==> src/rtl/hazard_unit_pkg.sv <==
// hazard_unit_pkg: shared pipeline definitions for the hazard unit.
//   REG_W        register-number width
//   REG_ZERO     register 0, which never carries a dependency
//   mdu_state_e  MDU tracker FSM state encoding
//   src_hit()    does the ID instruction actually read register r?
package hazard_unit_pkg;

  localparam int REG_W = 5;
  localparam logic [REG_W-1:0] REG_ZERO = 5'd0;

  typedef enum logic {
    MDU_IDLE = 1'b0,
    MDU_BUSY = 1'b1
  } mdu_state_e;

  function automatic logic src_hit(
    input logic [REG_W-1:0] r,
    input logic [REG_W-1:0] rs,
    input logic [REG_W-1:0] rt,
    input logic             use_rs,
    input logic             use_rt
  );
    return (r != REG_ZERO) && ((use_rs && (rs == r)) || (use_rt && (rt == r)));
  endfunction

endpackage

==> src/rtl/hazard_unit_if.sv <==
// hazard_unit_if: bundle between the pipeline (master) and the hazard unit (slave).
//   ID side : id_valid, rs_id, rt_id, uses_rs, uses_rt, id_is_mdu
//   EX side : memRead_ex, regWrite_ex, rd_ex, mdu_start, mdu_rd, flush
//   outputs : stall_pc, stall_ifid, bubble_idex, mdu_busy, mdu_done,
//             mdu_rd_wb, mdu_overrun, stall_cycles
// Handshake: there is no valid/ready pair here. id_valid qualifies the ID
// fields in the same cycle; mdu_start is a single-cycle strobe sampled on the
// rising edge and is never back-pressured (a start while busy is dropped and
// flagged through mdu_overrun).
interface hazard_unit_if
  import hazard_unit_pkg::*;
#(
  parameter int CNT_W = 16
);
  logic             id_valid;
  logic [REG_W-1:0] rs_id;
  logic [REG_W-1:0] rt_id;
  logic             uses_rs;
  logic             uses_rt;
  logic             id_is_mdu;
  logic             memRead_ex;
  logic             regWrite_ex;
  logic [REG_W-1:0] rd_ex;
  logic             mdu_start;
  logic [REG_W-1:0] mdu_rd;
  logic             flush;

  logic             stall_pc;
  logic             stall_ifid;
  logic             bubble_idex;
  logic             mdu_busy;
  logic             mdu_done;
  logic [REG_W-1:0] mdu_rd_wb;
  logic             mdu_overrun;
  logic [CNT_W-1:0] stall_cycles;

  modport master (
    output id_valid, rs_id, rt_id, uses_rs, uses_rt, id_is_mdu,
           memRead_ex, regWrite_ex, rd_ex, mdu_start, mdu_rd, flush,
    input  stall_pc, stall_ifid, bubble_idex, mdu_busy, mdu_done,
           mdu_rd_wb, mdu_overrun, stall_cycles
  );

  modport slave (
    input  id_valid, rs_id, rt_id, uses_rs, uses_rt, id_is_mdu,
           memRead_ex, regWrite_ex, rd_ex, mdu_start, mdu_rd, flush,
    output stall_pc, stall_ifid, bubble_idex, mdu_busy, mdu_done,
           mdu_rd_wb, mdu_overrun, stall_cycles
  );
endinterface

==> src/rtl/hazard_unit_mdu_tracker.sv <==
// mdu_tracker: countdown for the multi-cycle MDU result.
//   i_start/i_rd  MDU op leaves EX this cycle, with its destination
//   o_busy        result outstanding (state == BUSY)
//   o_pend_rd     destination of the outstanding op
//   o_done        one-cycle pulse in the last busy cycle, o_rd_wb alongside
//   o_overrun     sticky: a start arrived while busy and was dropped
//   o_state       FSM state for observation
module mdu_tracker
  import hazard_unit_pkg::*;
#(
  parameter int MDU_LAT = 4
) (
  input  logic             clk,
  input  logic             rst_n,
  input  logic             i_start,
  input  logic [REG_W-1:0] i_rd,
  output logic             o_busy,
  output logic [REG_W-1:0] o_pend_rd,
  output logic             o_done,
  output logic [REG_W-1:0] o_rd_wb,
  output logic             o_overrun,
  output mdu_state_e       o_state
);

  localparam logic [3:0] LAT = 4'(MDU_LAT);

  mdu_state_e       r_state;
  logic [3:0]       r_cnt;
  logic [REG_W-1:0] r_pend_rd;
  logic             r_done;
  logic [REG_W-1:0] r_rd_wb;
  logic             r_overrun;

  always_ff @(posedge clk or negedge rst_n) begin
    if (!rst_n) begin
      r_state   <= MDU_IDLE;
      r_cnt     <= 4'd0;
      r_pend_rd <= REG_ZERO;
      r_done    <= 1'b0;
      r_rd_wb   <= REG_ZERO;
      r_overrun <= 1'b0;
    end else begin
      r_done <= 1'b0;
      case (r_state)
        MDU_IDLE: begin
          if (i_start) begin
            r_state   <= MDU_BUSY;
            r_cnt     <= LAT;
            r_pend_rd <= i_rd;
          end
        end
        MDU_BUSY: begin
          r_cnt <= r_cnt - 4'd1;
          // A start here is dropped; count and destination stay put.
          if (i_start) r_overrun <= 1'b1;
          // Done is registered one edge early so it is high exactly while
          // cnt == 1; MDU_LAT >= 2 guarantees that edge exists.
          if (r_cnt == 4'd2) begin
            r_done  <= 1'b1;
            r_rd_wb <= r_pend_rd;
          end
          if (r_cnt == 4'd1) r_state <= MDU_IDLE;
        end
        default: r_state <= MDU_IDLE;
      endcase
    end
  end

  assign o_busy    = (r_state == MDU_BUSY);
  assign o_pend_rd = r_pend_rd;
  assign o_done    = r_done;
  assign o_rd_wb   = r_rd_wb;
  assign o_overrun = r_overrun;
  assign o_state   = r_state;

endmodule

==> src/rtl/hazard_unit.sv <==
// hazard_unit: stall/bubble generator beside the ID stage.
//   clk, rst_n   pipeline clock, async active-low reset
//   hz           hazard_unit_if slave port (ID/EX inputs, stall/MDU outputs)
//   o_dbg_state  MDU tracker FSM state
// Detects load-use and MDU (data and structural) hazards that forwarding
// cannot cover. Stall and bubble are combinational; flush beats stall because
// the ID instruction is being squashed anyway.
module hazard_unit
  import hazard_unit_pkg::*;
#(
  parameter int MDU_LAT = 4,
  parameter int CNT_W   = 16
) (
  input  logic         clk,
  input  logic         rst_n,
  hazard_unit_if.slave hz,
  output mdu_state_e   o_dbg_state
);

  logic             w_busy;
  logic [REG_W-1:0] w_pend_rd;
  logic             w_load_haz;
  logic             w_mdu_haz;
  logic             w_stall;
  logic [CNT_W-1:0] r_stall_cycles;

  mdu_tracker #(.MDU_LAT(MDU_LAT)) u_mdu (
    .clk      (clk),
    .rst_n    (rst_n),
    .i_start  (hz.mdu_start),
    .i_rd     (hz.mdu_rd),
    .o_busy   (w_busy),
    .o_pend_rd(w_pend_rd),
    .o_done   (hz.mdu_done),
    .o_rd_wb  (hz.mdu_rd_wb),
    .o_overrun(hz.mdu_overrun),
    .o_state  (o_dbg_state)
  );

  assign w_load_haz = hz.id_valid && hz.memRead_ex && hz.regWrite_ex &&
                      src_hit(hz.rd_ex, hz.rs_id, hz.rt_id, hz.uses_rs, hz.uses_rt);

  // A busy MDU blocks both readers of its result and any further MDU op.
  assign w_mdu_haz = hz.id_valid && w_busy &&
                     (src_hit(w_pend_rd, hz.rs_id, hz.rt_id, hz.uses_rs, hz.uses_rt) ||
                      hz.id_is_mdu);

  assign w_stall = (w_load_haz || w_mdu_haz) && !hz.flush;

  assign hz.stall_pc    = w_stall;
  assign hz.stall_ifid  = w_stall;
  assign hz.bubble_idex = w_stall || hz.flush;
  assign hz.mdu_busy    = w_busy;

  always_ff @(posedge clk or negedge rst_n) begin
    if (!rst_n) begin
      r_stall_cycles <= '0;
    end else if (w_stall && (r_stall_cycles != {CNT_W{1'b1}})) begin
      r_stall_cycles <= r_stall_cycles + CNT_W'(1);
    end
  end

  assign hz.stall_cycles = r_stall_cycles;

endmodule

==> src/flat_wrapper.sv <==
// flat-port wrapper written by rule: the top's interface ports become plain ports
module hazard_unit_flat import hazard_unit_pkg::*;
#(
  parameter int MDU_LAT = 4,
  parameter int CNT_W   = 16
)
  (clk, rst_n, o_dbg_state, hz_id_valid, hz_rs_id, hz_rt_id, hz_uses_rs, hz_uses_rt, hz_id_is_mdu, hz_memRead_ex, hz_regWrite_ex, hz_rd_ex, hz_mdu_start, hz_mdu_rd, hz_flush, hz_stall_pc, hz_stall_ifid, hz_bubble_idex, hz_mdu_busy, hz_mdu_done, hz_mdu_rd_wb, hz_mdu_overrun, hz_stall_cycles);
  hazard_unit_if #(.CNT_W(CNT_W)) hz_i ();
  input  logic clk;
  input  logic rst_n;
  output mdu_state_e o_dbg_state;
  input wire logic [$bits(hz_i.id_valid)-1:0] hz_id_valid;
  input wire logic [$bits(hz_i.rs_id)-1:0] hz_rs_id;
  input wire logic [$bits(hz_i.rt_id)-1:0] hz_rt_id;
  input wire logic [$bits(hz_i.uses_rs)-1:0] hz_uses_rs;
  input wire logic [$bits(hz_i.uses_rt)-1:0] hz_uses_rt;
  input wire logic [$bits(hz_i.id_is_mdu)-1:0] hz_id_is_mdu;
  input wire logic [$bits(hz_i.memRead_ex)-1:0] hz_memRead_ex;
  input wire logic [$bits(hz_i.regWrite_ex)-1:0] hz_regWrite_ex;
  input wire logic [$bits(hz_i.rd_ex)-1:0] hz_rd_ex;
  input wire logic [$bits(hz_i.mdu_start)-1:0] hz_mdu_start;
  input wire logic [$bits(hz_i.mdu_rd)-1:0] hz_mdu_rd;
  input wire logic [$bits(hz_i.flush)-1:0] hz_flush;
  output wire logic [$bits(hz_i.stall_pc)-1:0] hz_stall_pc;
  output wire logic [$bits(hz_i.stall_ifid)-1:0] hz_stall_ifid;
  output wire logic [$bits(hz_i.bubble_idex)-1:0] hz_bubble_idex;
  output wire logic [$bits(hz_i.mdu_busy)-1:0] hz_mdu_busy;
  output wire logic [$bits(hz_i.mdu_done)-1:0] hz_mdu_done;
  output wire logic [$bits(hz_i.mdu_rd_wb)-1:0] hz_mdu_rd_wb;
  output wire logic [$bits(hz_i.mdu_overrun)-1:0] hz_mdu_overrun;
  output wire logic [$bits(hz_i.stall_cycles)-1:0] hz_stall_cycles;
  assign hz_i.id_valid = hz_id_valid;
  assign hz_i.rs_id = hz_rs_id;
  assign hz_i.rt_id = hz_rt_id;
  assign hz_i.uses_rs = hz_uses_rs;
  assign hz_i.uses_rt = hz_uses_rt;
  assign hz_i.id_is_mdu = hz_id_is_mdu;
  assign hz_i.memRead_ex = hz_memRead_ex;
  assign hz_i.regWrite_ex = hz_regWrite_ex;
  assign hz_i.rd_ex = hz_rd_ex;
  assign hz_i.mdu_start = hz_mdu_start;
  assign hz_i.mdu_rd = hz_mdu_rd;
  assign hz_i.flush = hz_flush;
  assign hz_stall_pc = hz_i.stall_pc;
  assign hz_stall_ifid = hz_i.stall_ifid;
  assign hz_bubble_idex = hz_i.bubble_idex;
  assign hz_mdu_busy = hz_i.mdu_busy;
  assign hz_mdu_done = hz_i.mdu_done;
  assign hz_mdu_rd_wb = hz_i.mdu_rd_wb;
  assign hz_mdu_overrun = hz_i.mdu_overrun;
  assign hz_stall_cycles = hz_i.stall_cycles;
  hazard_unit #(.MDU_LAT(MDU_LAT), .CNT_W(CNT_W)) u_core (.clk(clk), .rst_n(rst_n), .hz(hz_i), .o_dbg_state(o_dbg_state));
endmodule
==> config.mk <==
export PLATFORM = sky130hd
export DESIGN_NAME = hazard_unit_flat
export DESIGN_NICKNAME = d
export VERILOG_FILES = /design/src/rtl/hazard_unit_pkg.sv /design/src/rtl/hazard_unit_if.sv /design/src/rtl/hazard_unit_mdu_tracker.sv /design/src/rtl/hazard_unit.sv /design/src/flat_wrapper.sv
export SDC_FILE = /design/constraint.sdc
export NUM_CORES = 1
export LEC_CHECK = 0
export BUFFER_PORTS_ARGS = -buffer_cell sky130_fd_sc_hd__buf_2
export CAP_MARGIN = 20
export CORE_MARGIN = 2
export CORE_UTILIZATION = 30
export CTS_CLUSTER_DIAMETER = 150
export DETAILED_ROUTE_END_ITERATION = 12
export GPL_ROUTABILITY_DRIVEN = 0
export PLACE_DENSITY = 0.57
export SYNTH_ARGS = -nofsm -noshare
export SYNTH_HDL_FRONTEND = slang
export SYNTH_HIERARCHICAL = 1
export SYNTH_SLANG_ARGS = --single-unit
==> constraint.sdc <==
create_clock -name clk -period 2.25 [get_ports clk]
set_input_delay 0 -clock clk [delete_from_list [all_inputs] [get_ports clk]]
set_output_delay 0 -clock clk [all_outputs]
set_load 0.02 [all_outputs]
==> summary.md <==
| Metric | Value |
|---|---|
| Remaining DRCs | 0 |
| Final TNS setup | -54.4 ps |
| Setup Viol. Count Final | 3 |
| Hold depth | 3 |
| Routed WL | around 5000 um |
| Sequential area share after synthesis | 42.3% |
| Ys async rst share | 100% |
| Die Y | roughly 85 um |
| Top_reg_cell synth | dfrtp_1 |
| Initial antenna violation count | 0 |
| # rows | 29 |
| Final instance area | roughly 0.0027 sq mm |
| Worst EP required | ~2300 ps |
| Final Net Count | roughly 280 |
| WL/cell | approximately 15 um |
| Crit share post-route | 101% |
| Post-synth EDFFs | 0 |
| Relative slew slack | between 40% and 50% |
| Seq pwr share | roughly a third |
| Final Hold Fails | 0 |
| Net Sw Frac | 35.8% |
| Max Clock Freq | 0.440 GHz |
| CP startpoint kind | flop |
| Clock Power Share | between 20% and 30% |
| Largest family of logic cells by synthesized area | XOR/XNOR gates |
| Max layer used | met4 |
| Placed Instances | between 300 and 400 |
| CP Capture Type | output pin |
| Worst-skew pair later-pin latency | 290 ps |
| Fillers | 647 |
| Met2 routed WL | 2190 um |
| Arrival time of the worst setup path | roughly 2300 ps |
| Wl on met1 | between 2000 and 2500 um |
| Initial DRT Pass Iterations | 4 |
| Post-Synth Simple-Gate Area | between 10 and 15% |
| Min-delay src | hz_flush |
| GRT Total Usage | between 10% and 20% |
| P_int | around 0.0017 W |
| PwrDens | between 1000 and 1500 mW/mm^2 |
| Die ar. | just over 0.007 sq mm |
| IO buf count | 57 |
| Global-route wire length before repair | a little over 8000 um |
| Worst Slack Setup Final | -24.4 ps |
| Max-Cap Viols | 0 |
| Vias in the first global route | ~1700 |
| Yosys Warn Count | 6 |
| Worst-Margin Slew | 758 ps |
| Critical path class | flop to output pin |
| Final min period | about 2300 ps |
| Worst clock skew | ~9.9 ps |
| Synth Area in XOR/XNOR | between 10% and 20% |
| Synth Area in Adders | between 2 and 3% |
| Hold WS | about 260 ps |
| Remaining Overflow, GRT | 0 |
| Ports | 58 |
| CTS buffer count | 5 |
| Combinational share of power | 43.3% |
| Status | complete, but fails checks |
| Crit-path max FO | 5 |
| Setup crit start | u_core/u_mdu/o_pend_rd[2] |
| H-Tree Depth | 2 |
| Final HPWL DP | ~3500 um |
| CTS Root Cell | clkbuf_8 |
| Placed cell areas | approximately 0.0024 sq mm |
| Post-DRT Antenna Nets | 0 |
| R2R depth | 9 |
| Failing checks | setup timing |
| Fin cells | 327 |
| Vias | between 1500 and 2000 |
| Reg area | just over 800 sq um |
| Power Total | about 0.0027 W |
| Clock slew at reported path FFs | 80 ps |
| CTS tree | built |
| Net Count, Synth | 202 |
| Syn Area/Cell | between 10 and 15 sq um |
| Area of the multi-input gates | between 0.001 and 0.0015 sq mm |
| Slew Limit Fails | 0 |
| Share of cells above drive strength 1 | between 40 and 50% |
| Layout Area Growth over Synthesis | 36.0% |
| Synthesized area | between 0.0015 and 0.002 sq mm |
| Initial core utilization | a little under a third |
| Vias per cell | between 4 and 5 |
| Peak VDD IR | roughly 0.0005 V |
| Die width | roughly 85 um |
| Post-synthesis register bit count | 33 |
| Mapped Cells | between 150 and 200 |
| Met3 wire length | 289 um |
| RSZ-0062 raised after global routing | yes |
| Synth Area in Compound Gates | about 14% |
| Hold Path Class | input pin to flop |
| DRT iter0 DRCs | 78 |
| Mux share of post-synthesis cell area | roughly 8.1% |
| Worst R2R Start | u_core/u_mdu/o_pend_rd[2] |
| Core box area | about 0.0063 sq mm |
| Number of clock sinks | 33 |
| Synth cell types | 42 |
| Switching power | 0.000975 W |
| Largest net degree at the start of global routing | 34 |
| P_leak | ~1.3 nW |
| Longest Clk Path Bufs | 2 |
layer usage:
layer / track usage [%] / up-vias
li1: - / 780
met1: 19.8 / 797
met2: 22.1 / 48
met3: 3.24 / 7
met4: 5.19 / 0
met5: 0 / -
sequential cells by signal, summed over array words and instances (netlist names):
register                count
u_core/u_mdu/o_pend_rd      5
u_core/u_mdu/o_done         1
u_core/hz.stall_cycles     16
u_core/u_mdu/o_rd_wb        5
u_core/u_mdu/o_overrun      1
u_core/u_mdu/r_cnt          4
u_core/u_mdu/o_busy         1
synth_stat cells (2+ instances only):
| cell | n | area [sq um] |
|---|---|---|
| dfrtp_1 | 33 | 826 |
| xor2_1 | 22 | 193 |
| xnor2_1 | 13 | 114 |
| nand3_1 | 10 | 50.1 |
| a2111oi_0 | 6 | 52.6 |
| mux2_2 | 6 | 67.6 |
| mux2_4 | 6 | 90.1 |
| nand2_1 | 6 | 22.5 |
| nand4_1 | 6 | 37.5 |
| a2111oi_2 | 5 | 75.1 |
| and3_1 | 5 | 31.3 |
| ha_1 | 4 | 50.1 |
| a211oi_1 | 3 | 22.5 |
| a21o_1 | 3 | 22.5 |
| inv_1 | 3 | 11.3 |
| nor2_1 | 3 | 11.3 |
| nor3_1 | 3 | 15.0 |
| a21oi_1 | 2 | 10.0 |
| buf_2 | 2 | 10.0 |
| buf_4 | 2 | 15.0 |
| buf_6 | 2 | 22.5 |
| clkbuf_1 | 2 | 7.51 |
| nor4_1 | 2 | 12.5 |
power groups by stage:
stage          registers, W  logic (W)  clock network, W
3_3_place_gp       0.000992    0.00101                 0
2_1_floorplan       0.00108   0.000606                 0
4_1_cts            0.000959    0.00117          0.000601
6_report           0.000958    0.00118          0.000588
5_1_grt            0.000993    0.00129          0.000624
3_5_place_dp       0.000993    0.00102                 0
cells by family (layout without fill, tap and decap cells):
group,Yosys count,count (layout)
xor+xnor,35,35
mux,12,12
buf+inv,11,92
flops,33,33
simple gates,47,47
fa+ha+maj,4,4
other cells,0,1
compound gates,26,26
critical path: stages (launching register included):
cell	delay [ps]
dfrtp_2	410
or4_4	520
nor2_4	140
nor3_4	60
o311ai_4	340
buf_6	170
buf_12	100
a21oi_2	60
buf_4	170
placed cells by master, fill, tap and decap left out, types with 3 or more instances in the layout:
cell type	n
nand2_1	6
inv_1	3
mux2_2	6
and3_1	5
buf_4	16
nand3_1	10
clkbuf_8	6
a2111oi_2	5
ha_1	4
mux2_4	6
dlygate4sd3_1	7
xor2_1	22
xnor2_1	12
nand4_1	6
a2111oi_0	6
buf_6	3
a21o_1	3
nor2_1	3
buf_2	54
dfrtp_1	31
area by class of cell:
cell class | instances | share of cell area, %
Sequential cell | 33 | 31.2
Antenna cell | 1 | 0.0941
Tap cell | 77 | 3.62
Timing Repair Buffer | 81 | 19.3
Inverter | 3 | 0.424
Multi-Input combinational cell | 124 | 41.0
Clock inverter | 1 | 1.13
Clock buffer | 7 | 3.25
worst paths after layout:
check	slack, ps	endpoint
max	-20	hz_stall_pc
max reg2reg	-10	u_core/hz.stall_cycles[14]
min reg2reg	470	u_core/u_mdu/o_overrun
min	260	u_core/hz.stall_cycles[10]
min in group asynchronous	320	u_core/hz.stall_cycles[11]
max in group asynchronous	1400	u_core/u_mdu/o_pend_rd[3]
stage by stage:
step | setup WS [ps] | utilization [%]
3_3_place_gp | 49.5 | 37.4
4_1_cts | -71.7 | 41.7
6_report | -24.4 | 42.1
3_5_place_dp | 14.9 | 37.4
5_1_grt | -119 | 42.1
2_1_floorplan | 99.0 | -
timing repair:
action	4_1_cts	5_1_grt
endpoints found under the setup margin	4	17
setup buffers	8	0
hold buffers	7	0
resized for setup	8	5
endpoints found under the hold margin	39	0
cloned	0	0
pin swaps	4	5
No activity file was read; power rests on OpenSTA's default activity.
